$ cat src/rtl/serial_adder_if.sv
`default_nettype none
// ============================================================================
// Module      : serial_adder_if
// Description : Request/result bundle between a requester and serial_adder.
// Revision    : 1.0 - initial release
// ============================================================================
interface serial_adder_if #(
    parameter int WIDTH = 8
);
    logic             start;
    logic [WIDTH-1:0] a;
    logic [WIDTH-1:0] b;
    logic             c_in;
    logic             busy;
    logic             done;
    logic [WIDTH-1:0] sum;
    logic             c_out;

    modport master (
        output start, a, b, c_in,
        input  busy, done, sum, c_out
    );

    modport slave (
        input  start, a, b, c_in,
        output busy, done, sum, c_out
    );
endinterface
`default_nettype wire

$ cat src/rtl/serial_adder.sv
`default_nettype none
// ============================================================================
// Module      : serial_adder
// Description : Bit-serial unsigned adder, one full-adder slice, LSB first.
// Revision    : 1.0 - initial release
// ============================================================================
module serial_adder #(
    parameter int WIDTH = 8
) (
    input  wire logic       clk,
    input  wire logic       reset,
    serial_adder_if.slave   bus
);
    localparam int               c_CW   = $clog2(WIDTH) + 1;
    localparam logic [c_CW-1:0]  c_LAST = c_CW'(WIDTH - 1);

    typedef enum logic [1:0] {
        S_IDLE = 2'd0,
        S_ADD  = 2'd1,
        S_DONE = 2'd2
    } state_t;

    state_t            r_state;
    logic [WIDTH-1:0]  r_aSr;
    logic [WIDTH-1:0]  r_bSr;
    logic [WIDTH-1:0]  r_sum;
    logic              r_carry;
    logic              r_cOut;
    logic              r_busy;
    logic              r_done;
    logic [c_CW-1:0]   r_cnt;

    logic              w_s;
    logic              w_co;

    // The single full-adder slice, fed from the operand LSBs and the carry flop.
    assign w_s  = r_aSr[0] ^ r_bSr[0] ^ r_carry;
    assign w_co = (r_aSr[0] & r_bSr[0]) | (r_aSr[0] & r_carry) | (r_bSr[0] & r_carry);

    always_ff @(posedge clk or posedge reset) begin
        if (reset) begin
            r_state <= S_IDLE;
            r_aSr   <= '0;
            r_bSr   <= '0;
            r_sum   <= '0;
            r_carry <= 1'b0;
            r_cOut  <= 1'b0;
            r_busy  <= 1'b0;
            r_done  <= 1'b0;
            r_cnt   <= '0;
        end else begin
            case (r_state)
                S_IDLE: begin
                    r_done <= 1'b0;
                    if (bus.start) begin
                        r_aSr   <= bus.a;
                        r_bSr   <= bus.b;
                        r_carry <= bus.c_in;
                        r_cnt   <= '0;
                        r_busy  <= 1'b1;
                        r_state <= S_ADD;
                    end
                end
                S_ADD: begin
                    r_aSr   <= {1'b0, r_aSr[WIDTH-1:1]};
                    r_bSr   <= {1'b0, r_bSr[WIDTH-1:1]};
                    r_sum   <= {w_s, r_sum[WIDTH-1:1]};
                    r_carry <= w_co;
                    r_cnt   <= r_cnt + 1'b1;
                    if (r_cnt == c_LAST) begin
                        r_cOut  <= w_co;
                        r_busy  <= 1'b0;
                        r_done  <= 1'b1;
                        r_state <= S_DONE;
                    end
                end
                S_DONE: begin
                    // start is deliberately ignored here; a new request waits for IDLE.
                    r_done  <= 1'b0;
                    r_state <= S_IDLE;
                end
                default: begin
                    r_busy  <= 1'b0;
                    r_done  <= 1'b0;
                    r_state <= S_IDLE;
                end
            endcase
        end
    end

    assign bus.busy  = r_busy;
    assign bus.done  = r_done;
    assign bus.sum   = r_sum;
    assign bus.c_out = r_cOut;
endmodule
`default_nettype wire

$ cat src/flat_wrapper.sv
// flat-port wrapper written by rule: the top's interface ports become plain ports
module serial_adder_flat 
#(
    parameter int WIDTH = 8
)
  (clk, reset, bus_start, bus_a, bus_b, bus_c_in, bus_busy, bus_done, bus_sum, bus_c_out);
  serial_adder_if #(.WIDTH(WIDTH)) bus_i ();
  input  wire logic clk;
  input  wire logic reset;
  input wire logic [$bits(bus_i.start)-1:0] bus_start;
  input wire logic [$bits(bus_i.a)-1:0] bus_a;
  input wire logic [$bits(bus_i.b)-1:0] bus_b;
  input wire logic [$bits(bus_i.c_in)-1:0] bus_c_in;
  output wire logic [$bits(bus_i.busy)-1:0] bus_busy;
  output wire logic [$bits(bus_i.done)-1:0] bus_done;
  output wire logic [$bits(bus_i.sum)-1:0] bus_sum;
  output wire logic [$bits(bus_i.c_out)-1:0] bus_c_out;
  assign bus_i.start = bus_start;
  assign bus_i.a = bus_a;
  assign bus_i.b = bus_b;
  assign bus_i.c_in = bus_c_in;
  assign bus_busy = bus_i.busy;
  assign bus_done = bus_i.done;
  assign bus_sum = bus_i.sum;
  assign bus_c_out = bus_i.c_out;
  serial_adder #(.WIDTH(WIDTH)) u_core (.clk(clk), .reset(reset), .bus(bus_i));
endmodule
$ cat config.mk
export PLATFORM = sky130hd
export DESIGN_NAME = serial_adder_flat
export DESIGN_NICKNAME = d
export VERILOG_FILES = /design/src/rtl/serial_adder_if.sv /design/src/rtl/serial_adder.sv /design/src/flat_wrapper.sv
export SDC_FILE = /design/constraint.sdc
export NUM_CORES = 1
export LEC_CHECK = 0
export BUFFER_PORTS_ARGS = -buffer_cell sky130_fd_sc_hd__buf_4
export CAP_MARGIN = 20
export CORE_ASPECT_RATIO = 1.2
export CORE_MARGIN = 8
export CORE_UTILIZATION = 57
export CTS_CLUSTER_DIAMETER = 150
export DETAILED_ROUTE_END_ITERATION = 10
export HOLD_SLACK_MARGIN = 0.1
export PLACE_DENSITY = 0.89
export SLEW_MARGIN = 10
export SYNTH_ARGS = -nofsm -noshare
export SYNTH_HDL_FRONTEND = slang
export SYNTH_SLANG_ARGS = --single-unit
$ cat constraint.sdc
create_clock -name clk -period 2.05 [get_ports clk]
set_input_delay 0.205 -clock clk [delete_from_list [all_inputs] [get_ports clk]]
set_output_delay 0.205 -clock clk [all_outputs]
set_load 0.01 [all_outputs]
; ---- Word-level counts from Yosys, hierarchy flattened
; Index checks and enable logic that the tools add are counted.
[word_totals]
regBits = 34
in_bits = 20
output_inout_bits = 11
elab_cells = 45
[classes]
addsub = 1
n_eq_ne = 5
mux = 16
bitwise_logic = 8
n_reduce_logical = 6
[op_table]
columns = op, count
row1 = 8-bit case mux with 2 select lines, 2
row2 = 8-bit two-way mux, 2
row3 = 4-bit case mux with 2 select lines, 1
row4 = 2-bit AND reduction, 3
row5 = 1-bit two-way mux, 5
row6 = "4-bit by 1-bit adder with 4-bit output, second input constant", 1
row7 = "4-bit by 3-bit == test with 1-bit output, second input constant", 1
row8 = 2-bit two-way mux, 2
row9 = 4-bit two-way mux, 1
row10 = 2-bit case mux with 2 select lines, 1
row11 = 1-bit bitwise AND, 3
row12 = 1-bit case mux with 3 select lines, 1
row13 = 3-bit AND reduction, 1
row14 = "2-bit by 1-bit == test with 1-bit output, second input constant", 1
row15 = "2-bit == test, second input constant", 1
row16 = 2-bit logical NOT, 1
row17 = "2-bit by 1-bit inequality test with 1-bit output, second input constant", 1
row18 = "2-bit inequality test, second input constant", 1
row19 = 1-bit bitwise OR, 2
row20 = 1-bit case mux with 2 select lines, 1
row21 = 2-bit nonzero test, 1
row22 = 1-bit XOR, 2
row23 = 1-bit NOT, 1

; ---- Depth between registers and ports, before layout
; Gate-level depths: netlist of the first run.
[depth]
depth_word = 4
ltp_mapped = 5
ltp_nobuf = 4

; ---- Worst setup path after synthesis of the first run
; No wires, ideal clock.
[synth_path]
path_type = register to register
start = reg u_core.r_cnt[0]
end = reg u_core.r_cOut (netlist: u_core.bus.c_out)
setup_time_ps = 125
arrival_ps = 1121
required_ps = 1925
setup_slack_ps = 804
path_stages_with_launch = 5
n_path_buf = 0
period_less_slack_ps = 1246
path_cell_list = dfrtp_1 > ha_1 > nand3b_1 > nor2_1 > mux2_2
[synth_between]
elab_chain_len = 2
[synth_lines]
columns = item, line
row1 = from (decl), serial_adder.sv:31  ; logic [c_CW-1:0] r_cnt;
row2 = from (signal assigned), serial_adder.sv:69  ; r_cnt <= r_cnt + 1'b1;
row3 = 4-bit by 3-bit == test with 1-bit output, serial_adder.sv:70  ; if (r_cnt == c_LAST) begin
row4 = 2-bit AND reduction (no line), -
row5 = to (signal assigned), serial_adder.sv:71  ; r_cOut <= w_co;
row6 = to (decl), serial_adder.sv:28  ; logic r_cOut;
; Every way passes these cells.
; A chain may end at the register's enable or synchronous reset.

; ---- Final worst setup path of the first run
[layout_path]
start = reg u_core.r_state[0]
end = reg u_core.r_cnt[3]
[layout_between]
elab_chain_len = 3
word_cells_on_any_way = 6
classes_between = eq/ne (2) / mux (1) / reduce/logical (3)
[layout_lines]
columns = item, line
row1 = from (decl), serial_adder.sv:23  ; state_t r_state;
row2 = from (signal assigned), serial_adder.sv:42  ; r_state <= S_IDLE;
row3 = from (signal assigned), serial_adder.sv:61  ; r_state <= S_ADD;
row4 = from (signal assigned), serial_adder.sv:74  ; r_state <= S_DONE;
row5 = 2-bit by 1-bit == test with 1-bit output or 2-bit logical NOT (tied branches), serial_adder.sv:52  ; case (r_state)
row6 = 2-bit nonzero test (no line) or 2-bit inequality test (tied branches), -
row7 = 2-bit AND reduction (no line), -
; Parallel ways exist; a longest one is shown, timed or not.

==> metrics.md, run 1 <==
| Metric | Value |
|---|---|
| CTS root buffer | `clkbuf_4` |
| Clk pwr share | `17.9%` |
| Max Slew Vio Count | `0` |
| Cell variety after synth | `30` |
| Async SR Flop Fraction | `100%` |
| Final GP Congestion | `0.747` |
| GRT Resource Usage Total | `15.5%` |
| Avg Cell Area, Syn | `10.0 µm²` |
| Post-CTS Resized | `0` |
| First-pass GRT wire length | `5480 µm` |
| Worst hold-check slack | `156 ps` |
| Sw frac | `37.0%` |
| CTS Buffer Depth | `2` |
| Hold Path Origin | `bus_b[0]` |
| Port Buffers | `30` |
| I/O pins | `31` |
| Width of the die | `62.5 µm` |
| Post-synth top area cell | `dfrtp_1` |
| Sequential fraction of the synthesis area | `57.4%` |
| Critical Path End Type | `flip-flop` |
| Share of layout cells above drive strength 1 | `23.6%` |
| DR vias/cell | `5.53` |
| Count of flip-flops with a built-in enable after synthesis | `0` |
| Post-synth top area share | `57.4%` |
| Synth Flop Type | `dfrtp_1` |
| Diodes inserted | `0` |
| Status | `finished, final reports clean` |
| Setup Fix Bufs, Post-CTS | `0` |
| Detailed router's first-iteration violation count | `38` |
| Period utilization | `72.6%` |
| Placement Rows | `20` |
| Seq pwr share | `43.5%` |
| Clock tree from TritonCTS | `yes` |
| Startpoint Class | `flip-flop` |
| RSZ-0062 raised after global routing | `no` |
| Synth top area cells | `dfrtp_1 57%, nand2_1 11%, a22oi_1 7.6%` |
| Slew HR | `57.6%` |
| Hold-fix buffers at CTS | `1` |
| Fin nets | `203` |
| Die area | `4490 µm²` |
| Largest net degree at the start of global routing | `35` |
| Number of synthesized register bits | `34` |
| Final setup viols | `0` |
| Setup CP Type | `flip-flop to flip-flop` |
| Cell Area, Placed | `1730 µm²` |
| CP Launch Point | `u_core.r_state[0]` |
| Int Pwr | `1.68 mW` |
| Switching Power | `0.990 mW` |
| Cells after synthesis | `148` |
| Setup TNS | `0 ps` |
| Synth-to-Final Area Change | `22.8%` |
| DRT Wirelength | `3190 µm` |
| Clk Latency, worst-skew pair | `340 ps` |
| Largest incremental delay on the critical path | `510 ps` |
| H-tree depth | `2` |
| Grt total ovfl | `0` |
| Cell area after layout | `1820 µm²` |
| Synth warnings | `0` |
| Largest fanout on the critical path | `17` |
| PwrDens | `1470 nW/µm²` |
| Fmax | `0.672 GHz` |
| Hold crit path type | `input pin to flip-flop` |
| Detailed-router iteration count before antenna repair | `5` |
| Pleak | `0.885 nW` |
| WL per Instance | `14.8 µm` |
| Maxcap violations | `0` |
| Reg2reg start | `u_core.r_state[0]` |
| DPL Wire Length | `2280 µm` |
| Synth Cell Area | `1480 µm²` |
| Routed Antenna Nets | `0` |
| Syn nets | `170` |
| Final min period | `1490 ps` |
| Peak supply drop | `0.000919 V` |
| Worst path most repeated cell | `buf_4` |
| Vias in the first global route | `1224` |
| Initial antenna violation count | `0` |
| Core box area | `2500 µm²` |
| Vias | `1188` |
| Share of power burned in combinational logic | `38.6%` |
| DR DRC count | `0` |
| Slowest cell on crit path | `dfrtp_1` |
| Initial Util | `59.2%` |
| Worst Skew | `12.4 ps` |
| Crit path DAT | `1700 ps` |
| Slew at the pin with the worst max-slew slack | `635 ps` |
| Critical-path cell list | `buf_4 > o21bai_1 > buf_4 > a22oi_1 > o31ai_1` |
| Clk sinks | `34` |
| Layout fillers | `193` |
| Worst endpoint required time | `2260 ps` |
| TritonCTS Buffers | `5` |
| Die Y | `71.8 µm` |
| Reg clk slew, reported paths | `110 ps` |
| Hold Fails Final Rpt | `0` |
[sequential cells by signal, indices dropped and copies added, names as in the netlist]
name	cells
u_core.r_aSr	8
u_core.r_cnt	4
u_core.r_state	2
u_core.bus.done	1
u_core.bus.c_out	1
u_core.r_carry	1
u_core.bus.sum	8
u_core.bus.busy	1
u_core.r_bSr	8
[metal layers]
| layer | part of all wire, % | up-vias | track usage (%) |
|---|---|---|---|
| li1 | - | 574 | - |
| met1 | 43 | 576 | 17.2 |
| met2 | 50 | 36 | 25.1 |
| met3 | 6.3 | 2 | 6.86 |
| met4 | 0.97 | 0 | 6.85 |
| met5 | 0 | - | 0 |
[synthesized netlist by cell type, types with 2 or more instances]
cell type	number
nand2_1	42
a22oi_1	15
nor2b_1	2
dfrtp_1	34
inv_1	3
nand2b_1	2
a21oi_1	3
nor2_1	2
o21ai_0	16
buf_2	8
a22o_1	2
[per-stage QoR]
step / instances / utilization [%] / setup WS [ps] / power, mW
after floorplan: 148 / - / 804 / 1.86
after global placement: 206 / 69.3 / 641 / 2.14
after detailed placement: 206 / 69.3 / 591 / 2.21
after CTS: 215 / 72.7 / 573 / 2.69
after global routing: 215 / 72.7 / 451 / 2.88
final: 215 / 72.7 / 562 / 2.67
[cells in the final DEF (no fill, tap or decap)]
master / synthesis / routed
clkbuf_1: 1 / 2
clkbuf_4: 0 / 5
a31oi_1: 1 / 1
nand2_1: 42 / 42
and2b_1: 1 / 1
dlygate4sd3_1: 0 / 1
mux2_2: 1 / 1
nor2b_1: 2 / 2
and3b_1: 1 / 1
fa_1: 1 / 1
buf_4: 1 / 35
nand3_1: 1 / 1
nor2_1: 2 / 2
and2_0: 1 / 1
a21oi_1: 3 / 3
o21ai_1: 1 / 1
nor2b_4: 1 / 1
ha_1: 1 / 1
nand2b_1: 2 / 2
dfrtp_1: 34 / 34
a32o_1: 1 / 1
nand3b_1: 1 / 1
o31ai_1: 1 / 1
a22oi_1: 15 / 15
o22ai_1: 1 / 1
o21a_1: 1 / 1
o21ai_0: 16 / 16
bufinv_16: 0 / 1
inv_1: 3 / 3
a22o_1: 2 / 2
mux2i_1: 1 / 1
o21bai_1: 1 / 1
[cells by family after synthesis]
family | after synthesis | synth area share [%]
buf+inv | 13 | 4.22
simple gates | 54 | 16.1
flops | 34 | 57.4
compound gates | 43 | 18.6
fa+ha+maj | 2 | 2.20
mux | 2 | 1.44
[power by group through the flow]
stage               Sequential (mW)  Combinational, mW  Clock, mW
global route                   1.20               1.17      0.512
floorplan                      1.15              0.706          0
CTS                            1.16               1.05      0.487
detailed placement             1.17               1.04          0
global placement               1.16              0.985          0
finish                         1.16               1.03      0.478
[cell type report]
class	count	area, µm²	share of cell area, %
Clock inverter	1	30.0	1.65
Sequential cell	34	851	46.8
Inverter	3	11.3	0.619
Multi-Input combinational cell	101	568	31.2
Timing Repair Buffer	36	273	15.0
Tap cell	33	41.3	2.27
Clock buffer	7	45.0	2.48
[worst max-delay path, delay by kind of cell, from the launching register on]
family,cells,cell delay [ps]
DFF,1,510
buffers and inverters,2,460
AOI/OAI and AO/OA,3,390
[worst paths after layout]
check                               endpoint  slack, ps  cells past startpoint
min in group asynchronous    u_core.r_aSr[2]        510                      4
min reg2reg                u_core.bus.sum[0]        490                      2
max                          u_core.r_cnt[3]        560                      5
max reg2reg                  u_core.r_cnt[3]        560                      5
max in group asynchronous    u_core.r_bSr[7]       1240                      4
min                          u_core.r_bSr[0]        160                      3
Note: power is estimated with default switching activity, not from simulation.
==> run 2, diff against run 1 <==
Settings changed: CORE_UTILIZATION 57 to 53, PLACE_DENSITY 0.89 to 0.84.
Clock period 2.05 ns to 1.4 ns, I/O delays scaled along.
==> metrics.md, run 2 (same netlist as run 1, synthesis figures left out) <==
| Metric | Value |
|---|---|
| Share of layout cells above drive strength 1 | `27.9%` |
| Width of the die | `64.3 µm` |
| Tot Pwr | `3.87 mW` |
| Clk sinks | `34` |
| Worst endpoint required time | `1610 ps` |
| CP Depth | `4` |
| Die area | `4750 µm²` |
| Initial antenna violation count | `0` |
| Slowest cell on crit path | `dfrtp_1` |
| Most common cell after layout, fill and taps aside | `nand2_1` |
| Fmax | `0.751 GHz` |
| Slew HR | `69.6%` |
| Grt total ovfl | `0` |
| Routed Antenna Nets | `0` |
| CTS Buffer Depth | `2` |
| Top delay family on crit path | `flip-flops` |
| DR DRC count | `0` |
| Setup CP Type | `flip-flop to flip-flop` |
| Reg clk slew, reported paths | `90 ps` |
| First-pass GRT wire length | `5350 µm` |
| Clock tree from TritonCTS | `yes` |
| Largest incremental delay on the critical path | `370 ps` |
| Final min period | `1330 ps` |
| Final setup margin | `68.7 ps` |
| DR vias/cell | `5.40` |
| Commonest cells after routing, fill and taps aside | `42 x nand2_1, 40 x buf_4, 34 x dfrtp_1` |
| I/O pins | `31` |
| R2R Path End | `u_core.bus.c_out` |
| Detailed router's first-iteration violation count | `76` |
| Placement Rows | `21` |
| H-tree depth | `2` |
| Layout fillers | `238` |
| Clk Latency, worst-skew pair | `320 ps` |
| CP Buf/Inv Count | `0` |
| Hold Fails Final Rpt | `0` |
| CTS root buffer | `clkbuf_4` |
| Final GP Congestion | `0.713` |
| Core box area | `2730 µm²` |
| DRT Wirelength | `3160 µm` |
| Reg2reg start | `u_core.r_cnt[0]` |
| Pleak | `0.924 nW` |
| R2R cell count | `4` |
| RSZ-0062 raised after global routing | `no` |
| DPL Wire Length | `2290 µm` |
| Slew at the pin with the worst max-slew slack | `456 ps` |
| Port Buffers | `30` |
| Largest fanout on the critical path | `4` |
| Largest net degree at the start of global routing | `35` |
| Vias | `1209` |
| Crit path DAT | `1540 ps` |
| Synth-to-Final Area Change | `27.6%` |
| Pre-CTS setup slack | `-88.3 ps` |
| WL per Instance | `14.1 µm` |
| TritonCTS Buffers | `5` |
| R2R setup slack | `70 ps` |
| Startpoint Class | `flip-flop` |
| Die Y | `73.9 µm` |
| Detailed-router iteration count before antenna repair | `4` |
| Worst Hold Path Cells | `3` |
| Diodes inserted | `0` |
| Status | `finished, final reports clean` |
| Max Slew Vio Count | `0` |
| Period utilization | `95.1%` |
| Final setup viols | `0` |
| Hold Path Origin | `bus_a[4]` |
| Vias in the first global route | `1301` |
| PwrDens | `2050 nW/µm²` |
| Critical Path End Type | `flip-flop` |
| Critical-path cell list | `ha_2 > nand3b_1 > nor2_2 > mux2_2` |
| GRT Resource Usage Total | `14.1%` |
| Initial Util | `54.2%` |
| Worst Skew | `0.843 ps` |
| Peak supply drop | `0.00121 V` |
| Worst Hold Path EP | `u_core.r_aSr[4]` |
| Maxcap violations | `0` |
| Fin nets | `212` |
| Hold crit path type | `input pin to flip-flop` |
## run 2: changes by cell type in the layout (fill, tap and decap cells not counted), sizes merged
| cell | change |
|---|---|
| buf | +7 |
| dlygate4sd3 | +2 |
| bufinv | -1 |
## run 2: repair_timing
item / CTS / global route
hold buffers: 2 / 1
setup endpoints to repair: 23 / 14
resized for setup: 3 / 2
cloned: 0 / 0
setup buffers: 1 / 3
hold endpoints to repair: 35 / 1
## run 2: routing by layer
layer	GRT usage (%)	part of all wire, %
met1	14.1	43
met5	0	0
met3	5.95	6.9
met2	25.3	49
met4	5.83	1.4
## run 2: how the worst max path moves through the flow
stage	from	to	slack, ps
2_1_floorplan	u_core.r_cnt[0]	u_core.bus.c_out	150
3_3_place_gp	u_core.r_state[0]	u_core.r_bSr[6]	-60
3_5_place_dp	u_core.r_state[0]	u_core.r_aSr[1]	-90
4_1_cts	u_core.r_cnt[1]	u_core.bus.c_out	9
5_1_grt	u_core.r_state[0]	u_core.r_bSr[0]	4
6_report	u_core.r_cnt[0]	u_core.bus.c_out	70
## run 2: layout make-up
cell class / count / area, µm² / share of cell area (%)
well taps: 34 / 42.5 / 2.25
multi-input cells: 101 / 579 / 30.6
flip-flops and latches: 34 / 851 / 45.0
repair buffers: 45 / 362 / 19.1
inverters: 3 / 11.3 / 0.596
clock buffers: 7 / 45.0 / 2.38
## run 2: through the flow
| stage | TNS, ps | cell area (µm²) | hold WS, ps | util (%) | instances |
|---|---|---|---|---|---|
| 6_report | 0 | 1890 | 120 | 69.2 | 224 |
| 5_1_grt | 0 | 1890 | 122 | 69.2 | 224 |
| 4_1_cts | 0 | 1840 | 101 | 67.3 | 220 |
| 3_5_place_dp | -884 | 1760 | 266 | 64.3 | 210 |
| 3_3_place_gp | -657 | 1760 | 256 | 64.3 | 210 |
| 2_1_floorplan | 0 | 1480 | 282 | - | 148 |
## run 2: tightest hold or removal path: stages
cell     delay [ps]
buf_4            80
a22oi_1          50
o21ai_0         140
## run 2: report_power, final
group	total [mW]	leakage, nW	switching (mW)	internal [mW]
Sequential	1.66	0.439	0.274	1.39
Clock	0.485	0.0254	0.295	0.189
Combinational	1.72	0.459	0.883	0.836
==> run 3, diff against run 2 <==
Settings changed: CORE_UTILIZATION 53 to 56, CTS_BUF_LIST from default to sky130_fd_sc_hd__clkbuf_8, PLACE_DENSITY 0.84 to 0.87.
==> metrics.md, run 3 (same netlist as run 1, synthesis figures left out) <==
| Metric | Value |
|---|---|
| Status | `finished, final reports clean` |
| Pleak | `0.942 nW` |
| R2R cell count | `4` |
| R2R Path End | `u_core.bus.c_out` |
| Final GP Congestion | `0.710` |
| Crit path DAT | `1520 ps` |
| Initial antenna violation count | `0` |
| CP Launch Point | `u_core.r_cnt[0]` |
| Placement Rows | `20` |
| Placed insts | `210` |
| Worst Skew | `3.61 ps` |
| Most common cell after layout, fill and taps aside | `buf_4` |
| CTS Buffer Depth | `2` |
| Peak supply drop | `0.00153 V` |
| Cell area after layout | `1900 µm²` |
| TritonCTS Buffers | `5` |
| H-tree depth | `2` |
| Slew at the pin with the worst max-slew slack | `421 ps` |
| Clock tree from TritonCTS | `yes` |
| Period utilization | `96.7%` |
| Share of power burned in combinational logic | `42.6%` |
| Vias in the first global route | `1256` |
| I/O pins | `31` |
| Setup CP Type | `flip-flop to flip-flop` |
| Vias | `1208` |
| Hold crit path type | `input pin to flip-flop` |
| Int Pwr | `2.56 mW` |
| Diodes inserted | `0` |
| Clk Latency, worst-skew pair | `280 ps` |
| Reg2reg start | `u_core.r_cnt[0]` |
| Worst endpoint required time | `1560 ps` |
| Routed Antenna Nets | `0` |
| Final setup viols | `0` |
| R2R setup slack | `50 ps` |
| Width of the die | `63.0 µm` |
| DR DRC count | `0` |
| Initial Util | `58.6%` |
| Maxcap violations | `0` |
| Share of layout cells above drive strength 1 | `28.9%` |
| Slew HR | `71.9%` |
| Critical Path End Type | `flip-flop` |
| Hold Path Origin | `bus_a[1]` |
| Die area | `4550 µm²` |
| WL per Instance | `14.9 µm` |
| Commonest cells after routing, fill and taps aside | `44 x buf_4, 42 x nand2_1, 34 x dfrtp_1` |
| Port Buffers | `30` |
| DPL Wire Length | `2340 µm` |
| Seq pwr share | `41.6%` |
| Largest net degree at the start of global routing | `35` |
| Detailed router's first-iteration violation count | `59` |
| Worst hold-check slack | `148 ps` |
| Fin nets | `212` |
| DRT Wirelength | `3330 µm` |
| Clk pwr share | `15.8%` |
| End of the critical path | `u_core.bus.c_out` |
| Post-layout util | `75.1%` |
| Layout Cells excl Fill | `223` |
| PwrDens | `2140 nW/µm²` |
| Final min period | `1350 ps` |
| Hold Fails Final Rpt | `0` |
| Reg clk slew, reported paths | `60 ps` |
| Core box area | `2530 µm²` |
| CTS root buffer | `clkbuf_8` |
| DR vias/cell | `5.42` |
| Detailed-router iteration count before antenna repair | `4` |
| Clk sinks | `34` |
| Fmax | `0.738 GHz` |
| Sw frac | `37.1%` |
| Largest fanout on the critical path | `4` |
| Switching Power | `1.51 mW` |
| Synth-to-Final Area Change | `28.2%` |
| Max Slew Vio Count | `0` |
| GRT Resource Usage Total | `14.9%` |
| Cell Area, Placed | `1760 µm²` |
| First-pass GRT wire length | `5550 µm` |
| Die Y | `72.3 µm` |
| Startpoint Class | `flip-flop` |
| Grt total ovfl | `0` |
==> run 3: layout make-up <==
type	count	area (µm²)
multi-input combinational	101	579
clock inverter	2	7.51
sequential	34	851
clock buffer	5	68.8
fill	178	628
inverter	3	11.3
timing repair buffer	45	340
tap	33	41.3
==> run 3: how the worst min path moves through the flow <==
stage / cells after the start / to
final: 3 / u_core.r_aSr[1]
after detailed placement: 3 / u_core.bus.sum[5]
after CTS: 3 / u_core.r_bSr[4]
after global placement: 3 / u_core.r_aSr[0]
after floorplan: 1 / u_core.bus.busy
after global routing: 3 / u_core.r_bSr[1]
==> run 3: metrics by stage <==
step | setup slack [ps] | setup TNS [ps] | total power, mW
after detailed placement | 50.1 | 0 | 3.35
after CTS | 27.5 | 0 | 4.00
after global placement | 112 | 0 | 3.23
after global routing | -4.39 | -4.39 | 4.37
after floorplan | 154 | 0 | 2.72
final | 45.5 | 0 | 4.07
==> run 3: power groups by stage <==
stage / Sequential, mW / Clock [mW] / Combinational, mW
floorplan: 1.69 / 0 / 1.03
global placement: 1.68 / 0 / 1.56
detailed placement: 1.70 / 0 / 1.65
CTS: 1.69 / 0.661 / 1.66
global route: 1.74 / 0.688 / 1.94
finish: 1.69 / 0.643 / 1.73
==> run 3: repair_timing <==
item	in CTS	in global routing
hold buffers	1	0
endpoints found under the setup margin	0	15
hold endpoints to repair	34	0
resized for setup	0	4
buffers inserted	0	5
==> run 3: critical path: stages (launching register included) <==
cell and delay, ps:
dfrtp_1 400, ha_2 220, nand3b_1 130, nor2_2 160, mux2_2 340
==> run 3: per-layer routing <==
metal / up-vias / GRT usage, % / part of all wire, %
li1: 589 / - / -
met4: 0 / 6.85 / 0.39
met1: 575 / 17.4 / 44
met3: 2 / 4.47 / 6.8
met5: - / 0 / 0
met2: 42 / 24.7 / 49
